--- config.mk ---
export PLATFORM = sky130hd
export DESIGN_NAME = pool_stream
export DESIGN_NICKNAME = d
export VERILOG_FILES = /design/src/rtl/pool_stream_pkg.sv /design/src/rtl/pool_acc_lane.sv /design/src/rtl/pool_stream.sv
export SDC_FILE = /design/constraint.sdc
export NUM_CORES = 1
export LEC_CHECK = 0
export BUFFER_PORTS_ARGS = -buffer_cell sky130_fd_sc_hd__buf_4
export CORE_MARGIN = 4
export CORE_UTILIZATION = 25
export CTS_CLUSTER_SIZE = 8
export DETAILED_ROUTE_END_ITERATION = 6
export HOLD_SLACK_MARGIN = 0.06
export SETUP_SLACK_MARGIN = 0.4
export SYNTH_ARGS = -nofsm -noshare
export SYNTH_HDL_FRONTEND = slang
export SYNTH_HIERARCHICAL = 1
export SYNTH_SLANG_ARGS = --single-unit
--- constraint.sdc ---
create_clock -name clk -period 3.36 [get_ports clk]
set_input_delay 0 -clock clk [delete_from_list [all_inputs] [get_ports clk]]
set_output_delay 0 -clock clk [all_outputs]
set_load 0.02 [all_outputs]
--- src/rtl/pool_stream_pkg.sv ---
// cnn_pkg: shared types and sizing helpers for the CNN pooling datapath.
//   pool_mode_e  - pooling operator selected per frame (max or average).
//   acc_width()  - accumulator width able to hold a full window sum.
//   avg_shift()  - right shift that divides a window sum by K*K.
package cnn_pkg;

  typedef enum logic {
    POOL_MAX = 1'b0,
    POOL_AVG = 1'b1
  } pool_mode_e;

  // A KxK window sum of DATA_WIDTH-bit pixels needs 2*log2(K) extra bits.
  function automatic int acc_width(input int data_width, input int kernel_size);
    return data_width + 2 * $clog2(kernel_size);
  endfunction

  // K is a power of two, so the average is a plain right shift.
  function automatic int avg_shift(input int kernel_size);
    return 2 * $clog2(kernel_size);
  endfunction

endpackage

--- src/rtl/pool_acc_lane.sv ---
// pool_acc_lane: per-channel pooling datapath, purely combinational.
//   i_first  - pixel opens a new window; accumulator is overwritten.
//   i_mode   - POOL_MAX keeps the running maximum, POOL_AVG the running sum.
//   i_acc    - current accumulator value for this window column.
//   i_pixel  - incoming channel pixel.
//   o_acc    - next accumulator value.
//   o_result - pooled value if this pixel completes the window.
module pool_acc_lane
  import cnn_pkg::*;
#(
  parameter int DATA_WIDTH  = 8,
  parameter int KERNEL_SIZE = 2,
  localparam int ACC_W      = acc_width(DATA_WIDTH, KERNEL_SIZE)
) (
  input  logic                  i_first,
  input  pool_mode_e            i_mode,
  input  logic [ACC_W-1:0]      i_acc,
  input  logic [DATA_WIDTH-1:0] i_pixel,
  output logic [ACC_W-1:0]      o_acc,
  output logic [DATA_WIDTH-1:0] o_result
);

  localparam int SHIFT = avg_shift(KERNEL_SIZE);

  logic [ACC_W-1:0] w_pix_ext;
  logic [ACC_W-1:0] w_sum;
  logic [ACC_W-1:0] w_max;

  assign w_pix_ext = ACC_W'(i_pixel);
  assign w_sum     = i_acc + w_pix_ext;
  assign w_max     = (i_acc > w_pix_ext) ? i_acc : w_pix_ext;

  // NOTE: every always_comb output gets a default first so no latch is inferred.
  always_comb begin
    o_acc = w_pix_ext;
    if (!i_first) begin
      o_acc = (i_mode == POOL_AVG) ? w_sum : w_max;
    end
  end

  // In MAX mode the accumulator never exceeds the pixel range; in AVG mode the
  // shifted window sum is at most the largest pixel value, so truncation is exact.
  assign o_result = (i_mode == POOL_AVG) ? DATA_WIDTH'(o_acc >> SHIFT)
                                         : o_acc[DATA_WIDTH-1:0];

endmodule

--- src/rtl/pool_stream.sv ---
// pool_stream: streaming KxK non-overlapping max/avg pooling over a raster
// pixel stream, all channels packed per beat.
//   clk, rst_n          - clock and asynchronous active-low reset.
//   clear               - synchronous frame abort; wins over an input beat.
//   mode                - 0 max / 1 average, captured on pixel (0,0).
//   in_valid/in_ready   - input handshake; in_data packs channel c at
//                         [c*DATA_WIDTH +: DATA_WIDTH].
//   out_valid/out_ready - output handshake; out_data uses the same packing,
//                         out_last flags the final pooled beat of a frame.
module pool_stream
  import cnn_pkg::*;
#(
  parameter int DATA_WIDTH     = 8,
  parameter int INPUT_CHANNELS = 1,
  parameter int KERNEL_SIZE    = 2,
  parameter int IMG_WIDTH      = 8,
  parameter int IMG_HEIGHT     = 8
) (
  input  logic                                 clk,
  input  logic                                 rst_n,
  input  logic                                 clear,
  input  logic                                 mode,
  input  logic                                 in_valid,
  output logic                                 in_ready,
  input  logic [DATA_WIDTH*INPUT_CHANNELS-1:0] in_data,
  output logic                                 out_valid,
  input  logic                                 out_ready,
  output logic [DATA_WIDTH*INPUT_CHANNELS-1:0] out_data,
  output logic                                 out_last
);

  localparam int ACC_W  = acc_width(DATA_WIDTH, KERNEL_SIZE);
  localparam int LOG2K  = $clog2(KERNEL_SIZE);
  localparam int NWIN   = IMG_WIDTH / KERNEL_SIZE;
  localparam int COL_W  = (IMG_WIDTH > 1) ? $clog2(IMG_WIDTH) : 1;
  localparam int ROW_W  = (IMG_HEIGHT > 1) ? $clog2(IMG_HEIGHT) : 1;
  localparam int WIN_W  = (NWIN > 1) ? $clog2(NWIN) : 1;
  localparam int BEAT_W = DATA_WIDTH * INPUT_CHANNELS;

  localparam logic [COL_W-1:0] COL_MAX = COL_W'(IMG_WIDTH - 1);
  localparam logic [ROW_W-1:0] ROW_MAX = ROW_W'(IMG_HEIGHT - 1);

  if (KERNEL_SIZE < 2 || (KERNEL_SIZE & (KERNEL_SIZE - 1)) != 0) begin : g_bad_kernel
    $fatal(1, "pool_stream: KERNEL_SIZE must be a power of 2 and at least 2");
  end
  if ((IMG_WIDTH % KERNEL_SIZE) != 0 || (IMG_HEIGHT % KERNEL_SIZE) != 0) begin : g_bad_dims
    $fatal(1, "pool_stream: image dimensions must be multiples of KERNEL_SIZE");
  end

  logic [COL_W-1:0]  r_col;
  logic [ROW_W-1:0]  r_row;
  pool_mode_e        r_mode;
  logic [ACC_W-1:0]  r_acc [NWIN][INPUT_CHANNELS];
  logic              r_out_valid;
  logic [BEAT_W-1:0] r_out_data;
  logic              r_out_last;

  logic              w_accept;
  logic              w_first;
  logic              w_complete;
  logic              w_frame_start;
  logic              w_frame_end;
  logic [WIN_W-1:0]  w_win;
  pool_mode_e        w_mode_eff;
  logic [ACC_W-1:0]  w_acc_next [INPUT_CHANNELS];
  logic [BEAT_W-1:0] w_result;

  // The output register is only reloaded when it is empty or draining, so a
  // stalled output blocks every input beat, completing or not.
  assign in_ready      = !r_out_valid || out_ready;
  assign w_accept      = in_valid && in_ready && !clear;
  assign w_first       = (r_row[LOG2K-1:0] == '0) && (r_col[LOG2K-1:0] == '0);
  assign w_complete    = (&r_row[LOG2K-1:0]) && (&r_col[LOG2K-1:0]);
  assign w_frame_start = (r_row == '0) && (r_col == '0);
  assign w_frame_end   = (r_row == ROW_MAX) && (r_col == COL_MAX);
  assign w_win         = WIN_W'(r_col >> LOG2K);
  // Pixel (0,0) overwrites its accumulator, so using the live mode there only
  // keeps the lane select consistent with the value being latched.
  assign w_mode_eff    = w_frame_start ? pool_mode_e'(mode) : r_mode;

  for (genvar c = 0; c < INPUT_CHANNELS; c++) begin : g_lane
    pool_acc_lane #(
      .DATA_WIDTH (DATA_WIDTH),
      .KERNEL_SIZE(KERNEL_SIZE)
    ) u_lane (
      .i_first (w_first),
      .i_mode  (w_mode_eff),
      .i_acc   (r_acc[w_win][c]),
      .i_pixel (in_data[c*DATA_WIDTH +: DATA_WIDTH]),
      .o_acc   (w_acc_next[c]),
      .o_result(w_result[c*DATA_WIDTH +: DATA_WIDTH])
    );
  end

  // NOTE: sequential state uses non-blocking assignments so every register
  // samples pre-edge values regardless of statement order.
  always_ff @(posedge clk or negedge rst_n) begin
    if (!rst_n) begin
      r_col  <= '0;
      r_row  <= '0;
      r_mode <= POOL_MAX;
    end else if (clear) begin
      r_col <= '0;
      r_row <= '0;
    end else if (w_accept) begin
      if (w_frame_start) begin
        r_mode <= pool_mode_e'(mode);
      end
      if (r_col == COL_MAX) begin
        r_col <= '0;
        r_row <= (r_row == ROW_MAX) ? '0 : r_row + 1'b1;
      end else begin
        r_col <= r_col + 1'b1;
      end
    end
  end

  // NOTE: the line buffer has no reset; the first pixel of every window
  // overwrites its entry, so stale contents are never observed.
  always_ff @(posedge clk) begin
    if (w_accept) begin
      for (int c = 0; c < INPUT_CHANNELS; c++) begin
        r_acc[w_win][c] <= w_acc_next[c];
      end
    end
  end

  always_ff @(posedge clk or negedge rst_n) begin
    if (!rst_n) begin
      r_out_valid <= 1'b0;
      r_out_data  <= '0;
      r_out_last  <= 1'b0;
    end else if (clear) begin
      r_out_valid <= 1'b0;
      r_out_last  <= 1'b0;
    end else if (w_accept && w_complete) begin
      r_out_valid <= 1'b1;
      r_out_data  <= w_result;
      r_out_last  <= w_frame_end;
    end else if (out_ready) begin
      r_out_valid <= 1'b0;
      r_out_last  <= 1'b0;
    end
  end

  assign out_valid = r_out_valid;
  assign out_data  = r_out_data;
  assign out_last  = r_out_last;

endmodule

# Word level (Yosys, flattened, before mapping)
# Memories as Yosys holds them, arrays and structs flattened.
# Index checks and enable logic that the tools add are counted.
[classes]
n_reduce_logical = 18
muxes = 19
addsub = 3
n_bitwise = 3
order_cmp = 1
n_eq_ne = 2
[op_table]
columns = ["cell", "count"]
rows = [
  ["10-bit 2-to-1 mux", 3],
  ["3-bit 2-to-1 mux", 7],
  ["10-bit by 8-bit adder with 10-bit output", 1],
  ["10-bit by 8-bit > comparator with 1-bit output", 1],
  ["1-bit 2-to-1 mux", 8],
  ["8-bit 2-to-1 mux", 1],
  ["1-bit logical AND", 7],
  ["3-bit by 1-bit adder with 3-bit output, second input constant", 2],
  ["3-bit equality test, second input constant", 2],
  ["3-bit zero test", 2],
  ["2-bit AND reduction", 3],
  ["2-bit nonzero test", 2],
  ["1-bit NOT", 3],
  ["3-bit nonzero test", 1],
  ["1-bit zero test", 2],
  ["1-bit logical OR", 1],
]
[word_totals]
word_cells = 53
input_bits = 14
n_memories = 1
out_inout_bits = 11
ff_bits = 17
ram_bits = 40
[mem_list]
columns = ["memory", "words", "width", "rd", "rd_ports_with_merged_regs", "wr", "line", "source"]
rows = [
  ["r_acc", 4, 10, 1, 0, 1, "pool_stream.sv:53", "logic [ACC_W-1:0] r_acc [NWIN][INPUT_CHANNELS];"],
]

# Logic depth before layout (Yosys ltp)
[logic_depth]
word_depth = 7
mapped_depth = 13
depth_no_buf = 10

# Modules after synthesis
# Netlist, hierarchy kept.
[by_module_without_submodules]
columns = ["module", "area_per_inst_um2", "seq_area_each_um2", "instances", "cells_each"]
rows = [
  ["pool_stream", 2373.5, 1626.6, 1, 133],
  ["pool_acc_lane", 1023.5, 0.0, 1, 145],
]

# Worst setup path after synthesis
# OpenSTA, ideal clock, no wires.
[synth_path]
path_type = "register -> register"
start = "reg r_col[1]"
end = "reg r_out_data[1], in the netlist out_data[1]"
slack_ps = 149
path_stages_with_launch = 13
setup_ps = 125
synth_period_minus_slack_ps = 3211
required_time_ps = 3235
arrival_ps = 3085
path_buffers = 3
path_cell_list = "dfrtp_1 buf_2 buf_4 mux4_2 ha_1 nand4_1 nor4_1 a21oi_1 and2_1 buf_6 o21ai_2 mux4_2 mux2_4"
[synth_via]
elab_chain_cells = 6
word_cells_on_any_way = 10
cone_classes = "1 x add/sub; 1 x order compare; 5 x mux; 2 x reduce/logical; 1 x memory"
[synth_lines]
columns = ["element", "line", "source"]
rows = [
  ["start, declared", "pool_stream.sv:50", "logic [COL_W-1:0] r_col;"],
  ["start signal, assigned", "pool_stream.sv:113", "r_col <= r_col + 1'b1;"],
  ["memory 4 x 10 bit / 3-bit zero test (equally long branches)", "-", ""],
  ["10-bit by 8-bit > comparator with 1-bit output / 1-bit logical AND (equally long branches)", "pool_acc_lane.sv:31, pool_stream.sv:74", ""],
  ["10-bit 2-to-1 mux / 1-bit 2-to-1 mux (equally long branches)", "-", ""],
  ["10-bit 2-to-1 mux", "pool_acc_lane.sv:37", "o_acc = (i_mode == POOL_AVG) ? w_sum : w_max;"],
  ["10-bit 2-to-1 mux", "pool_acc_lane.sv:36", "if (!i_first) begin"],
  ["8-bit 2-to-1 mux *", "pool_acc_lane.sv:43", "assign o_result = (i_mode == POOL_AVG) ? DATA_WIDTH'(o_acc >> SHIFT)"],
  ["net w_result[1]", "pool_stream.sv:66", "logic [BEAT_W-1:0] w_result;"],
  ["end signal, assigned", "pool_stream.sv:138", "r_out_data <= w_result;"],
  ["end, declared", "pool_stream.sv:55", "logic [BEAT_W-1:0] r_out_data;"],
]
# The timed path passes the listed nets; every way through them passes the cells marked *.
# A chain may end at the register's enable or synchronous reset.

# Worst setup path after layout
[layout_path]
start = "reg r_col[1]"
end = "reg r_out_data[6], in the netlist out_data[6]"
# The elaborated chain is that of the path after synthesis.

==> metrics <==
Buf+Inv Stages, Crit Path 1; VDD IR max approximately 240 uV; largest area contributor in the netlist edfxtp_1; Die Y 124.6 um; worst slew pin tran a little under 0.7 ns; crit-path leading delay family multiplexers; placed cell area 0.003900 mm^2; non-filler instance count after layout 513; critical path depth 10; Final Max Tran Viols 0; vias in the first global route 2,603; synthesized area 0.003397 mm^2; clock slew at reported path FFs around 0.050 ns; pwr/cell area ~460 mW/mm^2; Area Overhead vs Synth 30.35%; Slowest cell on crit path mux4_2; layout cells sized above 1 36.80%; flops & latches, synth 57; CTS Sinks 57; Setup Skew between 0.006 and 0.007 ns; Commonest cells post-synth edfxtp_1, nand2_1, ha_1; Synth Area per Inst 12.22 um^2; asr flop ratio synth 29.82%; maximum clock path buffer count 2; worst r2r path cells 10; gr ovfl total 0; Pleak approximately 1.7 nW; All-Layer GR Usage 11.41%; final net count 369; Sum Neg Setup Slack 0 ns; vias per cell 4.854; drt drc 0; most common cell in the synthesized netlist edfxtp_1; final hold viol count 0; CP max stage delay 0.53 ns; status finished, final reports clean; period utilization 89.33%; Core Area 0.01330 mm^2; wirelength, routed 8882 um; worst min path class in -> async; Starting Density 25.55%; antenna violations before repair 0; Detailed Routing Iterations Pass 1 4; Root Driver clkbuf_16; Slew HR 54.71%; # rows 42; DRT iter0 DRCs 173; first-pass GRT wire length 14,120 um; Arrival @ worst endpoint around 3.2 ns; fmax 333.2 MHz; Synth cell types 55; Worst EP required between 3 and 4 ns; synth warn 6; PortBufs 24; largest net degree at the start of global routing 18; top cell type's share of synthesized area 35.36%; final setup vio count 0; antenna viol nets, final 0; Synth area leaders edfxtp_1, dfrtp_1, ha_1; crit start category register; crit-path max FO 5; Final Cell Area 0.004428 mm^2; total power 2.054 mW; placed cell count a little under 500; Post-synth EDFFs 40; CP endpoint kind register; WL/cell 17.31 um; hold slack 0.1013 ns; top_reg_cell synth edfxtp_1; post-synthesis instance total 278; io pins 25; Diodes inserted 0; Routability Congestion 0.8556; CTS H-tree lvls 3; critical path type reg -> reg; min cycle time layout between 3 and 4 ns; Seq/Total Area, Yosys around 48%; CTS Buf Count 9; Worst-Skew Late Latency a little over 0.3 ns; Post-DP HPWL 6453 um; RSZ-0062 raised after global routing yes; CTS tree yes; vias 2,490; DIE AREA 0.01552 mm^2; max cap viols 0; syn nets ~320; crit path cell chain buf_6 > mux4_2 > ha_1 > and2b_2 > o21bai_2 > o2111ai_4 > nand3_1 > mux2i_1 > o22ai_2 > mux2_4; Die W 124.6 um
-- kinds of logic (layout without fill, tap and decap cells) --
logic type,after synthesis,count (layout),synth area share [%]
simple gates,69,69,10.57
compound gates,62,62,12.82
flops,57,57,47.88
buf+inv,32,91,4.714
mux,27,27,13.26
fa+ha+maj,23,23,8.692
xor+xnor,8,8,2.062
-- cell type report --
cell class                 count  area [um^2]
clock buffer                  10        229.0
clock inverter                 6        35.03
fill                        1305         8867
inverter                      21        78.83
multi-input combinational    189         1809
sequential                    57         1628
tap                          176        220.2
timing repair buffer          54        427.9
-- layout by cell type, fill, tap and decap left out, types with 7 or more instances in the layout --
cell / synthesis / routed
ha_4: 0 / 7
nand3_1: 8 / 7
edfxtp_1: 40 / 40
mux4_2: 11 / 11
nand2_1: 23 / 23
inv_1: 20 / 19
o21ai_0: 12 / 10
ha_1: 22 / 15
mux2_4: 8 / 8
buf_4: 1 / 46
nor2_1: 13 / 12
a21oi_1: 18 / 13
clkbuf_16: 0 / 9
dfrtp_1: 17 / 16
-- registers in the layout, indices dropped and copies added, names as in the netlist --
signal	count
out_last	1
r_col	3
out_valid	1
r_mode	1
out_data	8
r_acc	40
r_row	3
-- per-layer routing --
metal / wire length [um] / GRT usage (%) / vias to the layer above / part of all wire [%]
met2: 4504 / 19.31 / 68 / 51
li1: - / - / 1162 / -
met5: 0 / 0 / - / 0
met4: 232 / 5.609 / 0 / 2.6
met3: 320 / 1.630 / 13 / 3.6
met1: 3825 / 14.24 / 1247 / 43
-- repair_timing --
action | in CTS | in global routing
endpoints found under the setup margin | 40 | 48
resized for setup | 17 | 12
setup buffers | 7 | 3
endpoints found under the hold margin | 26 | 0
hold buffers | 6 | 0
pin swaps | 4 | 7
-- report_power, final --
part | internal [mW] | switching [mW]
clock | 0.492 | 0.297
sequential | 0.787 | 0.00911
combinational | 0.206 | 0.264
-- per-stage QoR --
stage	worst slack, ns	util [%]
6_report	0.3585	33.31
5_1_grt	0.2570	33.31
4_1_cts	0.3908	32.66
3_5_place_dp	0.1277	29.33
3_3_place_gp	0.1787	29.33
2_1_floorplan	0.3092	-
-- path summary, 6_finish.rpt --
path,start,endpoint,slack (ns)
worst min-delay path,rst_n,r_row[2]$_DFFE_PN0P_,0.10
worst max-delay path,r_col[1]$_DFFE_PN0P_,out_data[6]$_DFFE_PN0P_,0.36
worst max register to register,r_col[1]$_DFFE_PN0P_,out_data[6]$_DFFE_PN0P_,0.36
min in group clk,in_data[6],r_acc[1][6]$_DFFE_PP_,0.17
worst min register to register,r_mode$_DFFE_PN0P_,r_mode$_DFFE_PN0P_,0.50
max in group asynchronous,rst_n,r_col[2]$_DFFE_PN0P_,3.03
Power figures use the tool's default switching activity.
